`src/rtl/vga_anim_timing.sv`:
```
// vga_anim_timing
//   640x480@60 Hz raster generator with a per-frame sprite pose index.
//
//   Ports
//     vga_clk       in   pixel clock, sole clock
//     reset_n       in   synchronous active-low reset
//     anim_en       in   1 = pose advances at frame ends, 0 = frozen
//     anim_restart  in   synchronous, forces pose 0 and clears the hold count
//     hs, vs        out  active-low syncs
//     blank         out  1 = visible pixel (draw enable)
//     DrawX, DrawY  out  raster counters
//     frame_end     out  one-cycle pulse on the last clock of a frame
//     sprite_frame  out  pose index, stable for a whole frame
module vga_anim_timing #(
  parameter int H_ACTIVE    = 640,
  parameter int H_FP        = 16,
  parameter int H_SYNC      = 96,
  parameter int H_BP        = 48,
  parameter int V_ACTIVE    = 480,
  parameter int V_FP        = 10,
  parameter int V_SYNC      = 2,
  parameter int V_BP        = 33,
  parameter int ANIM_FRAMES = 5,
  parameter int ANIM_HOLD   = 6
) (
  input  logic       vga_clk,
  input  logic       reset_n,
  input  logic       anim_en,
  input  logic       anim_restart,
  output logic       hs,
  output logic       vs,
  output logic       blank,
  output logic [9:0] DrawX,
  output logic [9:0] DrawY,
  output logic       frame_end,
  output logic [2:0] sprite_frame
);

  localparam int H_TOTAL = H_ACTIVE + H_FP + H_SYNC + H_BP;
  localparam int V_TOTAL = V_ACTIVE + V_FP + V_SYNC + V_BP;

  localparam logic [9:0] H_LAST   = 10'(H_TOTAL - 1);
  localparam logic [9:0] V_LAST   = 10'(V_TOTAL - 1);
  localparam logic [9:0] H_VIS    = 10'(H_ACTIVE);
  localparam logic [9:0] V_VIS    = 10'(V_ACTIVE);
  localparam logic [9:0] HS_START = 10'(H_ACTIVE + H_FP);
  localparam logic [9:0] HS_END   = 10'(H_ACTIVE + H_FP + H_SYNC);
  localparam logic [9:0] VS_START = 10'(V_ACTIVE + V_FP);
  localparam logic [9:0] VS_END   = 10'(V_ACTIVE + V_FP + V_SYNC);

  localparam logic [2:0] LAST_POSE = 3'(ANIM_FRAMES - 1);
  localparam logic [5:0] LAST_HOLD = 6'(ANIM_HOLD - 1);

  logic [9:0] hc_next;
  logic [9:0] vc_next;
  logic       h_wrap;
  logic       hs_next;
  logic       vs_next;
  logic       blank_next;
  logic       fe_next;
  logic [5:0] hold_cnt;

  // Decodes are taken from the next counter values so the registered
  // strobes line up with the DrawX/DrawY they are registered alongside.
  always_comb begin
    h_wrap  = (DrawX == H_LAST);
    hc_next = h_wrap ? '0 : DrawX + 10'd1;
    vc_next = DrawY;
    if (h_wrap) begin
      vc_next = (DrawY == V_LAST) ? '0 : DrawY + 10'd1;
    end
    hs_next    = !((hc_next >= HS_START) && (hc_next < HS_END));
    vs_next    = !((vc_next >= VS_START) && (vc_next < VS_END));
    blank_next = (hc_next < H_VIS) && (vc_next < V_VIS);
    fe_next    = (hc_next == H_LAST) && (vc_next == V_LAST);
  end

  always_ff @(posedge vga_clk) begin
    if (!reset_n) begin
      DrawX     <= '0;
      DrawY     <= '0;
      hs        <= 1'b1;
      vs        <= 1'b1;
      blank     <= 1'b1;
      frame_end <= 1'b0;
    end else begin
      DrawX     <= hc_next;
      DrawY     <= vc_next;
      hs        <= hs_next;
      vs        <= vs_next;
      blank     <= blank_next;
      frame_end <= fe_next;
    end
  end

  // Advancing on the edge that ends a frame makes the new pose appear
  // together with DrawX = DrawY = 0.
  always_ff @(posedge vga_clk) begin
    if (!reset_n) begin
      hold_cnt     <= '0;
      sprite_frame <= '0;
    end else if (anim_restart) begin
      hold_cnt     <= '0;
      sprite_frame <= '0;
    end else if (frame_end && anim_en) begin
      if (hold_cnt == LAST_HOLD) begin
        hold_cnt     <= '0;
        sprite_frame <= (sprite_frame == LAST_POSE) ? '0 : sprite_frame + 3'd1;
      end else begin
        hold_cnt <= hold_cnt + 6'd1;
      end
    end
  end

endmodule

```
`config.mk`:
```
export PLATFORM = sky130hd
export DESIGN_NAME = vga_anim_timing
export DESIGN_NICKNAME = d
export VERILOG_FILES = /design/src/rtl/vga_anim_timing.sv
export SDC_FILE = /design/constraint.sdc
export NUM_CORES = 1
export LEC_CHECK = 0
export CORE_ASPECT_RATIO = 0.5
export CORE_UTILIZATION = 50
export CTS_BUF_LIST = sky130_fd_sc_hd__clkbuf_4
export CTS_CLUSTER_DIAMETER = 50
export CTS_CLUSTER_SIZE = 12
export DETAILED_ROUTE_END_ITERATION = 8
export PLACE_DENSITY = 0.8
export SYNTH_ARGS = -nofsm -noshare
export SYNTH_HDL_FRONTEND = slang
export SYNTH_SLANG_ARGS = --single-unit
```
`constraint.sdc`:
```
create_clock -name vga_clk -period 2.5 [get_ports vga_clk]
set_input_delay 0.5 -clock vga_clk [delete_from_list [all_inputs] [get_ports vga_clk]]
set_output_delay 0.5 -clock vga_clk [all_outputs]
set_load 0.005 [all_outputs]
```
==> results.toml, run 1 <==
[finish]
multi_input_area_um2 = 998
drive_gt1_share_pct = 8.90
fill_cells = 265
syn2layout_area_growth_pct = 25.2
final_nets = 247
design_area_um2 = 2140
diodes = 0
regArea_um2 = 661

[sta]
finalSetupViolations = 0
hold_viol_final = 0
slew_violations = 0
rsz0062_at_grt = "false"
fin_crit_sh_pct = 94.9
whs_ns = 0.501
skew_ns = 0.00589
tightest_slew_ns = 0.413
final.min_clock_period_ns = 2.37
max_freq_ghz = 0.422
setup_tns_ns = 0
max_slew_margin_pct = 72.1

[die]
pin_count = 31
die_h_um = 43.4
core_area_um2 = 3120
placementRows = 14
die-width_um = 84.7
die_area_um2 = 3670
initial_core_util_pct = 54.9

[synthesis]
async_flop_share_pct = 0
ys.warnings.count = 0
syn_nets = 209
postSynthCellCount = 197
synthesis.area_um2 = 1710
avgSynthCellArea_um2 = 8.68
synth_edf_count = 0
synthDistinctLibCells = 44
ys_ff_latch = 33
synth_ff_type = "dfxtp_1"
synth-seq-area-share_pct = 38.6

[flow_run]
max-cap-violations = 0

[setup_path]
r2r-start = "DrawX[0]"
worstSetupStartpointType = "flop"
path_cells = "ha_1, nand4_2, or3_4, nor3_1, xnor2_1, nor4b_2, nand4_1"
worstPathArrival_ns = 2.60
worst_r2r_path_depth = 7
crit_path_end_kind = "flop"
rr_endpoint = "vs"
critPathMaxFanout = 6
rrSetupSlack_ns = 0.13
crit_type = "reg2reg"
cpPeakStageDelay_ns = 0.49
cp_slowest_cell = "or3_4"
crit_required_ns = 2.73

[placed_design]
gp_congestion = 0.908
hpwl_mm = 2.81
place_area_um2 = 2080
port_buffers = 30

[global_route]
grt_use_total_pct = 22.9
grt-ovfl-total = 0
antenna_found_initial = 0
grt_pass1_wl_mm = 6.31
grt_start_max_net_pins = 12
first_global_vias = 1446

[cts]
htreeDepth = 2
cts_tree = "yes"
cts_buffer_depth = 2
insertion_delay_ns = 0.35
numCtsBuffers = 5
cts_hold_buf = 0
cts.sinks = 33
clk_pin_slew_ns = 0.10
clock-root-buffer = "clkbuf_4"

[min_path]
hold_depth = 1
worstHoldStart = "DrawX[0]"
min_path_type = "reg2reg"
min_to = "DrawX[0]"

[route]
first_iter_violations = 95
num_vias = 1562
wl_met3_um = 246
met2_length_mm = 1.69
dr.pass1.iters = 6
top_layer = "met4"
post-route-drc-count = 0
via_per_inst = 5.66
wl_mm = 3.82
ant_nets = 0
wl_met1_mm = 1.81
wl_per_cell_um = 13.8

[power_and_ir_drop]
power.density_nw_per_um2 = 417
leakage_nw = 0.767
ir_worst_vdd_mv = 0.341
finalPower_w = 0.000894

[run_status]
status = "finished, final reports clean"
[placed cells by master (no fill, tap or decap), drive strengths merged, types with 2 or more instances in the layout]
cell	instances
a211oi	2
a21oi	9
a311oi	2
a31oi	2
and2	3
and3	6
and4	2
buf	5
clkbuf	8
clkdlybuf4s50	30
dfxtp	33
ha	8
inv	9
nand2	13
nand2b	3
nand3	13
nand4	6
nand4b	2
nor2	26
nor2b	3
nor3	5
nor4b	3
o21ai	6
o31ai	2
or3	4
xnor2	10
xor2	8
[cells in the mapped netlist (4+ instances only)]
library cell	instances	area share, %
a21oi_1	9	2.6
and3_1	6	2.2
dfxtp_1	33	39
ha_1	8	5.9
inv_1	9	2.0
nand2_1	13	2.9
nand3_1	13	3.8
nand4_1	5	1.8
nor2_1	25	5.5
nor3_1	4	1.2
o21ai_0	5	1.5
or3_1	4	1.5
xnor2_1	10	5.1
xor2_1	8	4.1
[worst max-delay path by stage]
stage                        start   endpoint  slack (ns)  cells past startpoint
final                     DrawX[0]         vs        0.13                      7
after global placement     reset_n  frame_end        0.05                      6
after global routing      DrawX[0]         vs        0.02                      7
after floorplan           DrawX[0]  frame_end        0.29                      7
after detailed placement   reset_n  frame_end        0.03                      6
after CTS                 DrawX[0]         vs        0.06                      7
[metrics by stage]
step	cells	utilization, %	setup slack (ns)
6_report	276	68.7	0.128
3_5_place_dp	268	66.6	0.0337
5_1_grt	276	68.7	0.0193
3_3_place_gp	268	66.6	0.0495
4_1_cts	276	68.5	0.0578
2_1_floorplan	197	-	0.293
[state kept, by name, indices dropped and copies added (netlist names)]
register	cells
DrawX	10
DrawY	10
hold_cnt	6
sprite_frame	3
blank	1
frame_end	1
hs	1
vs	1
[cells by family (layout without fill, tap and decap cells)]
group | after synthesis | count (layout) | synth area share (%)
mux | 1 | 1 | 0.585
simple gates | 94 | 94 | 31.0
fa+ha+maj | 8 | 8 | 5.85
flops | 33 | 33 | 38.6
buf+inv | 13 | 52 | 3.29
compound gates | 30 | 30 | 11.4
xor+xnor | 18 | 18 | 9.22
[report_power, final]
group          switching [W]  leakage (nW)  internal (W)
logic              0.0000181         0.463     0.0000189
clock network       0.000177        0.0368      0.000144
registers         0.00000606         0.266      0.000529
total               0.000201         0.767      0.000693
[layout make-up]
class	count	share of cell area, %
inverters	9	1.58
multi-input cells	151	46.6
clock buffers	8	2.81
repair buffers	35	15.8
well taps	40	2.34
flip-flops and latches	33	30.9
[what timing repair did]
action / 4_1_cts / 5_1_grt
setup buffers: 0 / 0
resized for setup: 0 / 1
setup endpoints to repair: 0 / 2
[routing by layer]
metal / GRT usage (%) / vias to the layer above
met3: 7.05 / 10
met1: 28.8 / 716
met2: 36.6 / 60
li1: - / 776
met5: 0 / -
met4: 11.5 / 0
[critical path: cells and delay by family, from the launching register on]
family / cells / cell delay [ns]
adder cells (fa/ha/maj): 1 / 0.23
flip-flops: 1 / 0.42
XOR/XNOR: 1 / 0.14
AND/OR/NAND/NOR: 5 / 1.46
(Power assumes the default switching activity.)
==> run 2: changes to the inputs <==
--- a/config.mk
+++ b/config.mk
@@ -12,6 +12,7 @@
 export CTS_CLUSTER_SIZE = 12
 export DETAILED_ROUTE_END_ITERATION = 8
 export PLACE_DENSITY = 0.8
+export SKIP_CTS_REPAIR_TIMING = 1
 export SYNTH_ARGS = -nofsm -noshare
 export SYNTH_HDL_FRONTEND = slang
 export SYNTH_SLANG_ARGS = --single-unit
==> results of run 2 <==
No change in the layout: final DEF, timing and power equal those of run 1.
